### src/rtl/logic_unit_seq.sv
// ============================================================================
// Module      : logic_unit_seq
// Description : Registered AND/OR/XOR/XNOR unit with single-shot and
//               burst-accumulate modes under valid/ready handshakes.
//               Optional out_parity port enabled by LOGIC_UNIT_PARITY_EN.
// Revision    : 1.0 - initial release
// ============================================================================
`default_nettype none

module logic_unit_seq #(
  parameter int WIDTH = 8,
  parameter int CNT_W = 8
) (
  input  logic             clk,
  input  logic             rst_n,
  input  logic             in_valid,
  output logic             in_ready,
  input  logic [WIDTH-1:0] in_a,
  input  logic [WIDTH-1:0] in_b,
  input  logic [1:0]       in_op,
  input  logic             in_acc,
  input  logic             in_last,
  output logic             out_valid,
  input  logic             out_ready,
  output logic [WIDTH-1:0] out_y,
  output logic             out_zero,
  output logic [CNT_W-1:0] out_beats,
`ifdef LOGIC_UNIT_PARITY_EN
  output logic             out_parity,
`endif
  output logic             out_sat
);

  typedef enum logic [1:0] {
    IDLE = 2'd0,
    ACC  = 2'd1,
    FULL = 2'd2
  } state_t;

  state_t           r_state;
  state_t           w_state_nxt;
  logic [WIDTH-1:0] r_acc;
  logic [1:0]       r_opl;
  logic [CNT_W-1:0] r_cnt;
  logic             r_sat;
  logic [WIDTH-1:0] r_y;
  logic             r_zero;
  logic [CNT_W-1:0] r_beats;
  logic             r_out_sat;

  logic             w_fire;
  logic             w_in_acc_state;
  logic [1:0]       w_op;
  logic [WIDTH-1:0] w_ab;
  logic [WIDTH-1:0] w_fold;
  logic             w_cnt_max;
  logic [CNT_W-1:0] w_cnt_inc;
  logic             w_sat_nxt;

  function automatic logic [WIDTH-1:0] f_op(input logic [WIDTH-1:0] x,
                                            input logic [WIDTH-1:0] y,
                                            input logic [1:0]       op);
    case (op)
      2'b00:   f_op = x & y;
      2'b01:   f_op = x | y;
      2'b10:   f_op = x ^ y;
      default: f_op = ~(x ^ y);
    endcase
  endfunction

  assign out_valid      = (r_state == FULL);
  assign in_ready       = !out_valid || out_ready;
  assign w_fire         = in_valid && in_ready;
  assign w_in_acc_state = (r_state == ACC);

  // Inside a burst the latched op governs both the pair and the fold.
  assign w_op      = w_in_acc_state ? r_opl : in_op;
  assign w_ab      = f_op(in_a, in_b, w_op);
  assign w_fold    = f_op(r_acc, w_ab, r_opl);
  assign w_cnt_max = &r_cnt;
  assign w_cnt_inc = w_cnt_max ? r_cnt : r_cnt + CNT_W'(1);
  assign w_sat_nxt = r_sat | w_cnt_max;

  always_comb begin
    w_state_nxt = r_state;
    case (r_state)
      ACC: begin
        if (w_fire && in_last) w_state_nxt = FULL;
      end
      default: begin
        if (w_fire) begin
          w_state_nxt = (in_acc && !in_last) ? ACC : FULL;
        end else if (r_state == FULL && out_ready) begin
          w_state_nxt = IDLE;
        end
      end
    endcase
  end

  always_ff @(posedge clk) begin
    if (!rst_n) begin
      r_state   <= IDLE;
      r_acc     <= '0;
      r_opl     <= '0;
      r_cnt     <= '0;
      r_sat     <= 1'b0;
      r_y       <= '0;
      r_zero    <= 1'b0;
      r_beats   <= '0;
      r_out_sat <= 1'b0;
    end else begin
      r_state <= w_state_nxt;
      if (w_fire) begin
        if (w_in_acc_state) begin
          if (in_last) begin
            r_y       <= w_fold;
            r_zero    <= (w_fold == '0);
            r_beats   <= w_cnt_inc;
            r_out_sat <= w_sat_nxt;
          end else begin
            r_acc <= w_fold;
            r_cnt <= w_cnt_inc;
            r_sat <= w_sat_nxt;
          end
        end else if (in_acc && !in_last) begin
          r_acc <= w_ab;
          r_opl <= in_op;
          r_cnt <= CNT_W'(1);
          r_sat <= 1'b0;
        end else begin
          r_y       <= w_ab;
          r_zero    <= (w_ab == '0);
          r_beats   <= CNT_W'(1);
          r_out_sat <= 1'b0;
        end
      end
    end
  end

`ifdef LOGIC_UNIT_PARITY_EN
  logic r_parity;

  always_ff @(posedge clk) begin
    if (!rst_n) begin
      r_parity <= 1'b0;
    end else if (w_fire) begin
      if (w_in_acc_state) begin
        if (in_last) r_parity <= ^w_fold;
      end else if (!(in_acc && !in_last)) begin
        r_parity <= ^w_ab;
      end
    end
  end

  assign out_parity = r_parity;
`endif

  assign out_y     = r_y;
  assign out_zero  = r_zero;
  assign out_beats = r_beats;
  assign out_sat   = r_out_sat;

endmodule

`default_nettype wire

### config.mk
export PLATFORM = sky130hd
export DESIGN_NAME = logic_unit_seq
export DESIGN_NICKNAME = d
export VERILOG_FILES = /design/src/rtl/logic_unit_seq.sv
export SDC_FILE = /design/constraint.sdc
export NUM_CORES = 1
export LEC_CHECK = 0
export ABC_AREA = 1
export CAP_MARGIN = 20
export CORE_MARGIN = 3
export CORE_UTILIZATION = 45
export CTS_CLUSTER_DIAMETER = 40
export DETAILED_ROUTE_END_ITERATION = 12
export GPL_TIMING_DRIVEN = 0
export PLACE_DENSITY = 0.69
export SLEW_MARGIN = 15
export SYNTH_ARGS = -nofsm -noshare
export SYNTH_HDL_FRONTEND = slang
export SYNTH_SLANG_ARGS = --single-unit
### constraint.sdc
create_clock -name clk -period 2.45 [get_ports clk]
set_input_delay 0.49 -clock clk [delete_from_list [all_inputs] [get_ports clk]]
set_output_delay 0.49 -clock clk [all_outputs]
set_load 0.01 [all_outputs]
=== Word level (Yosys, flattened, before mapping) ===
Cells that the tools add are included.

* $add $sub $neg: 1
* Eq/ne operators: 10
* Multiplexer cells: 30
* Bitwise gates (word level): 10
* Reduce and logical (&&, ||, !) cells: 18

{| class="wikitable"
|+ Operators by type and width
! kind !! count
|-
| 8-bit 2-to-1 mux || 13
|-
| 8-bit case mux with 3 select lines || 2
|-
| 8-bit AND || 2
|-
| 8-bit zero test || 2
|-
| 8-bit inverter || 2
|-
| 8-bit bitwise OR || 2
|-
| 8-bit bitwise XOR || 2
|-
| 2-bit 2-to-1 mux || 6
|-
| 1-bit 2-to-1 mux || 9
|-
| 3-bit AND reduction || 3
|-
| 8-bit by 1-bit adder with 8-bit output, second input constant || 1
|-
| 8-bit AND reduction || 1
|-
| 2-bit by 1-bit equality test with 1-bit output, second input constant || 3
|-
| 2-bit equality test, second input constant || 3
|-
| 2-bit != test, second input constant || 3
|-
| 1-bit logical AND || 4
|-
| 2-bit zero test || 2
|-
| 3-bit nonzero test || 1
|-
| 1-bit zero test || 2
|-
| 2-bit by 1-bit != test with 1-bit output, second input constant || 1
|-
| 2-bit AND reduction || 1
|-
| 2-bit nonzero test || 1
|-
| 1-bit logical OR || 1
|-
| 1-bit inverter || 1
|-
| 1-bit bitwise OR || 1
|}

* Register bits after elaboration: 39
* Input port bits: 24
* Logic and storage cells: 78

=== Logic depth before layout (Yosys ltp) ===
Gate-level depths: netlist of run 1.

* Word-level depth: 10
* Depth in mapped cells: 20
* Mapped depth without buffers: 20

=== Worst setup path before layout of run 1 ===
Ideal clock, no wire load.

* Path kind: register to register
* From: register r_opl[1]
* To: register r_zero (netlist: out_zero)
* Library setup time: 0.066 ns
* Arrival time: 2.169 ns
* Required time: 2.384 ns
* Setup slack: 0.215 ns
* Cell stages (with the launch flop): 18
* Path through: dfxtp_1 -> buf_2 -> inv_2 -> nand3_1 -> nand2_2 -> nand2_2 -> inv_2 -> nand2_1 -> a31oi_2 -> inv_2 -> ha_1 -> nand3_1 -> o31ai_1 -> a211oi_1 -> nand2_1 -> nor2_1 -> nand2_1 -> a21oi_2

* Cells in the longest elaborated chain, start to end: 9

{| class="wikitable"
|+ Ends and longest elaborated chain
! what !! RTL line !! source
|-
| start: declaration || 43 || <nowiki>logic [1:0] r_opl;</nowiki>
|-
| start signal: assignment || 127 || <nowiki>r_opl <= in_op;</nowiki>
|-
| 2-bit 2-to-1 mux || 77 || <nowiki>assign w_op = w_in_acc_state ? r_opl : in_op;</nowiki>
|-
| 2-bit equality test (tied with other cells) || 63 || <nowiki>case (op)</nowiki>
|-
| 8-bit case mux with 3 select lines || 63 ||
|-
| 8-bit bitwise XOR || 66, 67 ||
|-
| 8-bit inverter || 67 || <nowiki>default: f_op = ~(x ^ y);</nowiki>
|-
| 8-bit case mux with 3 select lines || 63 ||
|-
| 8-bit zero test || 117 || <nowiki>r_zero <= (w_fold == '0);</nowiki>
|-
| 1-bit 2-to-1 mux || 115 || <nowiki>if (in_last) begin</nowiki>
|-
| 1-bit 2-to-1 mux * || 114 || <nowiki>if (w_in_acc_state) begin</nowiki>
|-
| end signal: assignment || 117 ||
|-
| end signal: assignment || 132 || <nowiki>r_zero <= (w_ab == '0);</nowiki>
|-
| end: declaration || 47 || <nowiki>logic r_zero;</nowiki>
|}

Every way passes the cells marked *; elsewhere a longest branch is shown, timed or not. The select of a mux whose other input is x is not followed.
A chain may end at the register's enable or synchronous reset.

=== Worst setup path after layout of run 1 ===
* From: register r_state[1]
* To: register r_zero (netlist: out_zero)

* Cells in the longest elaborated chain, start to end: 10

{| class="wikitable"
|+ Ends and longest elaborated chain
! what !! RTL line !! source
|-
| start: declaration || 40 || <nowiki>state_t r_state;</nowiki>
|-
| start signal: assignment || 112 || <nowiki>r_state <= w_state_nxt;</nowiki>
|-
| 2-bit by 1-bit equality test with 1-bit output || 74 || <nowiki>assign w_in_acc_state = (r_state == ACC);</nowiki>
|-
| 2-bit 2-to-1 mux || 77 ||
|-
| 2-bit equality test (tied with other cells) || 63 ||
|-
| 8-bit case mux with 3 select lines || 63 ||
|-
| 8-bit bitwise XOR || 66, 67 ||
|-
| 8-bit inverter || 67 ||
|-
| 8-bit case mux with 3 select lines || 63 ||
|-
| 8-bit zero test || 117 ||
|-
| 1-bit 2-to-1 mux || 115 ||
|-
| 1-bit 2-to-1 mux || 114 ||
|}

Parallel ways exist; a longest one is shown, timed or not. The select of a mux whose other input is x is not followed.

==> results.md, run 1 <==
* Post-detail-place hpwl at 5450 µm
* Area leader, netlist: dfxtp_1
* DRC at 0
* Data required time at the worst endpoint at 2.68 ns
* Initial Util at 47.2%
* GPL Wtd Cong at 0.880
* GR Overflow Total at 0
* Die H at approximately 85 µm
* Register area share after synthesis at 27.6%
* Core area at 5990 µm²
* TritonCTS clock tree: yes
* Hold path depth at 3
* CTS root buf: clkbuf_8
* Vias at ~3.2k
* Max-slew headroom at around 47%
* PwrDens at around 460 nW/µm²
* GRT Util Overall at 21.4%
* Vias/cell at 5.26
* Post-Route WL at 8530 µm
* Endpoint class of the critical path: register
* Largest cells by area after synthesis: dfxtp_1 28%, ha_1 12%, inv_1 9.8%, nand2_1 9.6%, nor2_1 8.1%
* MaxCap Viol Count at 0
* Failing checks: negative setup slack
* Worst Hold Slack at 0.495 ns
* N_diodes at 0
* Most common cell after layout, fill and taps aside: inv_1
* Slew @ Worst Pin at 0.789 ns
* Clock slew at reported path FFs at 0.07 ns
* Post-layout nets at 582
* Final period util at 101%
* CP Max Fanout at 6
* Peak supply drop at 0.372 mV
* I/O Pins at 44
* Placed insts at ~560
* Cell Area, Synth at approximately 2800 µm²
* Fmax at 402 MHz
* First-pass GRT wire length at 12900 µm
* Critical Path Start Type: register
* Synthesis Warnings at 0
* Crit path kind: register to register
* Area share of the largest cell type after synthesis at between 20 and 30%
* Mapped Cells at between 400 and 500
* TritonRoute pass-1 iters at 5
* RSZ-0062 raised after global routing: yes
* Wire per inst at approximately 14 µm
* Fin Clk Skew at 0.00574 ns
* Clk Latency, worst-skew pair at about 0.29 ns
* Port bufs at 43
* Area delta synth->final at 47.9%
* Fillers at 484
* R2r startpoint: r_state[1]
* Worst Setup SP: r_state[1]
* Pleak at roughly 2 nW
* Slew Viols, Final at 0
* Hold Crit Start: in_op[1]
* Synth unique cells at 28
* Proportion of layout cells with a drive suffix above 1 at about a quarter
* TritonCTS buffer count at 5
* Worst R2R Path Depth at 15
* Most frequent cells in the layout: 61 x inv_1, 60 x nand2_1, 48 x nor2_1
* Hold_buf cts at 0
* Final setup violation count at 1
* Vias in the first global route at 2925
* Yosys reg bits at 39
* Worst Hold Class: input port to register
* Die area at 7270 µm²
* Critical Path AT at between 2 and 3 ns
* Clk sink count at 39
* # rows at 28
* Initial antenna violation count at 0
* Fin. Hold Viols at 0
* H-tree levels at 2
* Non-Filler Instances at 607
* Routed Antenna Nets at 0
* Largest net degree at the start of global routing at 12
* Die Wd at about 85 µm
* Status: finished, violations left
* CTS Buffer Depth at 2
* PnR worst setup slack at -0.0348 ns
* Syn Nets at 495
* Iter 0 DRT Violations at 248
* Mean Syn Cell Area at 6.35 µm²
* Tmin final at 2.48 ns
## power by group
part | total, mW | leakage (nW) | internal, mW | switching (mW)
Sequential | 0.712 | 0.322 | 0.680 | 0.0323
Combinational | 0.755 | 1.62 | 0.359 | 0.396
Clock | 0.439 | 0.0470 | 0.221 | 0.218
Total | 1.91 | 1.99 | 1.26 | 0.646
## sequential cells by signal (all words and copies together), names as in the netlist
name	flops
out_beats	8
out_sat	1
out_y	8
out_zero	1
r_acc	8
r_cnt	8
r_opl	2
r_sat	1
r_state	2
## synthesized netlist by cell type
library cell,number
buf_1,1
a21oi_2,1
o211ai_1,3
and2_1,6
buf_6,1
buf_2,4
clkinv_1,2
a211oi_1,1
inv_1,74
nor3_1,1
dfxtp_1,39
inv_2,3
ha_1,26
nand2_1,72
o21ai_1,9
or2_1,7
o21ai_0,41
nand2_4,2
a31oi_2,1
a21oi_1,40
xor2_1,3
nand2_2,7
o31ai_1,1
clkbuf_1,6
nand3_1,27
or2_2,1
nand3b_1,5
nor2_1,61
## layer usage
layer	wire length, µm	vias to the layer above	track usage [%]
met4	225	0	7.48
met1	3540	1481	25.9
li1	-	1587	-
met5	0	-	0
met3	386	24	3.59
met2	4370	98	38.1
## cells by family after synthesis
logic type               share of synthesized area (%)
XOR/XNOR                                         0.930
AO/OA/AOI/OAI                                     18.0
AND/OR/NAND/NOR                                   29.4
buffers and inverters                             12.5
flip-flops                                        27.6
adder cells (fa/ha/maj)                           11.5
## final cells by class
| cell class | instances | area, µm² | area share (%) |
|---|---|---|---|
| sequential | 39 | 786 | 18.8 |
| inverter | 79 | 322 | 7.69 |
| timing repair buffer | 80 | 732 | 17.5 |
| buffer | 12 | 63.8 | 1.53 |
| tap | 75 | 93.8 | 2.24 |
| multi-input combinational | 315 | 2100 | 50.1 |
| clock buffer | 6 | 82.6 | 1.98 |
| clock inverter | 1 | 5.00 | 0.120 |
## what timing repair did
action,4_1_cts,5_1_grt
pin swaps,30,44
setup buffers,24,16
setup endpoints to repair,17,17
gates resized for setup,65,87
## worst paths after layout
path / end / slack, ns
min reg2reg: r_state[1] / 0.49
max reg2reg: out_zero / -0.03
min: r_opl[1] / 0.49
max: out_zero / -0.03
## worst max-delay path, stage by stage (launching register included)
cell and delay (ns):
dfxtp_2 0.36, clkinv_4 0.09, nand2_4 0.10, nand2_2 0.08, nand2_4 0.13, buf_6 0.13, nand3b_1 0.12, a31oi_4 0.23
inv_2 0.07, ha_4 0.26, o21ai_0 0.10, a211oi_2 0.30, nand2_1 0.12, nor2_2 0.13, nand2_1 0.09, a21oi_2 0.11
## metrics by stage
stage	TNS, ns	utilization [%]	instance area [µm²]	total power, mW	worst slack (ns)
2_1_floorplan	0	-	2830	1.04	0.215
3_3_place_gp	-8.21	55.9	3350	1.21	-0.605
3_5_place_dp	-8.90	55.9	3350	1.22	-0.627
4_1_cts	0	63.1	3780	1.76	0.00587
5_1_grt	-1.48	69.8	4180	2.02	-0.160
6_report	-0.0348	69.8	4180	1.91	-0.0348
No activity file was read; power rests on OpenSTA's default activity.
==> run 2, diff against run 1 <==
- RECOVER_POWER: not set -> 25
- SETUP_SLACK_MARGIN: not set -> 0.5
==> run 2 against run 1 <==
Net effect:
- the flow now finishes without violations
- first-iteration DRC count fell by 51%
- die area did not move
- sequential share of layout area fell by 0.43 points
- power rose by 1.3%
- clock power fell by 2%
- clock-buffer cell count fell by 1
- clock skew rose by 0.0016 ns
- flip-flop and latch count did not move
==> results.md, run 2 (synthesized netlist as in run 1, its figures left out) <==
* GRT met3 Usage at 3.20% (was 3.59%)
* Final Power at 1.93 mW (was 1.91 mW)
* TritonRoute pass-1 iters at 4 (was 5)
* GRT Util Overall at 22.2% (was 21.4%)
* Slowest CP cell: dfxtp_2 (unchanged)
* Post-layout nets at 588 (was 582)
* GPL Wtd Cong at 0.821 (was 0.880)
* CP cell instances: inv_4 > nand2_4 > buf_6 > nand2_4 > nand2_8 > buf_8 > nand2_8 > or2_1 > and2_4 > inv_4 > ha_4 > nor2_2 > nor2_1 > a21oi_1 > nand2_1 > nand2_2 > nand2_2 > nor2_1 > nand2_1 > a21oi_2 (was clkinv_4 > nand2_4 > nand2_2 > nand2_4 > buf_6 > nand3b_1 > a31oi_4 > inv_2 > ha_4 > o21ai_0 > a211oi_2 > nand2_1 > nor2_2 > nand2_1 > a21oi_2)
* Clk Latency, worst-skew pair at 0.29 ns (about the same)
* Post-placement cell area at 3440 µm² (was 3350 µm²)
* Largest net degree at the start of global routing at 14 (was 12)
* Wire per inst at 13.6 µm (was 14.0 µm)
* N_diodes at 0 (unchanged)
* Fin Clk Skew at 0.00730 ns (was 0.00574 ns)
* Most frequent cells in the layout: 61 x nand2_1, 57 x inv_1, 44 x nor2_1 (was 61 x inv_1, 60 x nand2_1, 48 x nor2_1)
* Critical Path AT at 2.67 ns (was 2.72 ns)
* TritonCTS clock tree: yes (unchanged)
* CTS Buffer Depth at 2 (unchanged)
* Critical Path Start Type: register (unchanged)
* PwrDens at 451 nW/µm² (was 456 nW/µm²)
* Peak supply drop at 0.456 mV (was 0.372 mV)
* Vias in the first global route at 3122 (was 2925)
* GR Overflow Total at 0 (unchanged)
* Vias at 3104 (was 3190)
* MaxCap Viol Count at 0 (unchanged)
* Slew Viols, Final at 0 (unchanged)
* Routed Antenna Nets at 0 (unchanged)
* Fmax at 409 MHz (was 402 MHz)
* Worst Hold Class: register to register (was input port to register)
* Pleak at 2.03 nW (was 1.99 nW)
* CP Max Fanout at 7 (was 6)
* Most common cell after layout, fill and taps aside: nand2_1 (was inv_1)
* Final setup violation count at 0 (was 1)
* RSZ-0062 raised after global routing: yes (unchanged)
* Top Usage Layer GRT: met2 (unchanged)
* Met2 GRT Util at 41.9% (was 38.1%)
* Core area at 5990 µm² (unchanged)
* Fin. Hold Viols at 0 (unchanged)
* TritonCTS buffer count at 5 (unchanged)
* Area delta synth->final at 51.4% (was 47.9%)
* Initial Util at 47.2% (unchanged)
* Iter 0 DRT Violations at 121 (was 248)
* DP Worst Slack at -0.607 ns (was -0.627 ns)
* First-pass GRT wire length at 13600 µm (was 12900 µm)
* Post-Route WL at 8350 µm (was 8530 µm)
* H-tree levels at 2 (unchanged)
* Design area at 4280 µm² (was 4180 µm²)
* Clk sink count at 39 (unchanged)
* Initial antenna violation count at 0 (unchanged)
* Port bufs at 43 (unchanged)
* Die H at 85.3 µm (unchanged)
* Die area at 7270 µm² (unchanged)
* Tmin final at 2.45 ns (was 2.48 ns)
* Fillers at 503 (was 484)
* Data required time at the worst endpoint at 2.67 ns (was 2.68 ns)
* DRC at 0 (unchanged)
* Status: completed (was finished, violations left)
* Die Wd at 85.3 µm (unchanged)
* Vias/cell at 5.06 (was 5.26)
* Clock slew at reported path FFs at 0.08 ns (was 0.07 ns)
* Max-slew headroom at 50.1% (was 47.2%)
* Slew @ Worst Pin at 0.746 ns (was 0.789 ns)
* Proportion of layout cells with a drive suffix above 1 at 30.4% (was 26.3%)
* Post-detail-place hpwl at 5400 µm (was 5450 µm)
* PnR worst setup slack at 0.00419 ns (was -0.0348 ns)
* I/O Pins at 44 (unchanged)
* Crit path kind: register to register (unchanged)
* Final period util at 99.8% (was 101%)
* Endpoint class of the critical path: register (unchanged)
* Slowest stage delay, CP at 0.35 ns (was 0.36 ns)
* CTS root buf: clkbuf_8 (unchanged)
* # rows at 28 (unchanged)
* GR Util met1 at 25.4% (was 25.9%)
-- run 2: cell types whose count changed in the layout (fill, tap and decap cells not counted), sizes merged --
cell           delta
clkdlybuf4s15     +4
clkdlybuf4s50    -13
clkinv            -1
inv               +1
dlymetal6s2s      -1
nand2             +1
buf               +3
dlygate4sd3      +11
clkinvlp          +2
-- run 2: through the flow --
stage                     std cells  hold slack, ns  TNS [ns]  util (%)
after floorplan                 445           0.447         0         -
after global placement          563           0.459     -7.88      57.5
after detailed placement        563           0.461     -8.41      57.5
after CTS                       602           0.486         0      66.6
after global routing            614           0.529     -1.08      71.4
final                           614           0.487         0      71.4
-- run 2: repair_timing --
item,4_1_cts,5_1_grt
pin swaps,43,32
cloned,1,0
gates resized for setup,77,58
setup endpoints to repair,18,30
hold buffers,0,0
buffers inserted,30,12
-- run 2: path summary, 6_finish.rpt --
path / slack (ns) / start / end / depth (start not counted)
min: 0.49 / r_state[1] / r_state[1] / 2
min reg2reg: 0.49 / r_state[1] / r_state[1] / 2
max: 0.004 / r_state[1] / out_zero / 20
max reg2reg: 0.004 / r_state[1] / out_zero / 20
-- run 2: metal layers --
metal / up-vias / share of wire (%) / routed length, µm
li1: 1608 / - / -
met1: 1399 / 43 / 3580
met2: 82 / 51 / 4230
met3: 15 / 4.3 / 361
met4: 0 / 2.1 / 176
met5: - / 0 / 0
-- run 2: final cells by class --
cell class	instances	area [µm²]	share of cell area, %
flip-flops and latches	39	786	18.4
inverters	79	337	7.87
plain buffers	12	70.1	1.64
repair buffers	85	752	17.6
clock buffers	5	68.8	1.61
clock inverters	3	20.0	0.468
multi-input cells	316	2150	50.3
well taps	75	93.8	2.19
-- run 2: worst max-delay path: cells and delay by family, from the launching register on --
kind / cells / cell delay (ns)
AO/OA/AOI/OAI: 2 / 0.23
adder cells (fa/ha/maj): 1 / 0.19
buffers and inverters: 4 / 0.37
flip-flops: 1 / 0.35
AND/OR/NAND/NOR: 13 / 1.24
-- run 2: report_power, final --
group | leakage (nW) | switching (mW) | internal [mW]
clock network | 0.0402 | 0.234 | 0.198
registers | 0.322 | 0.0320 | 0.680
logic | 1.67 | 0.411 | 0.376
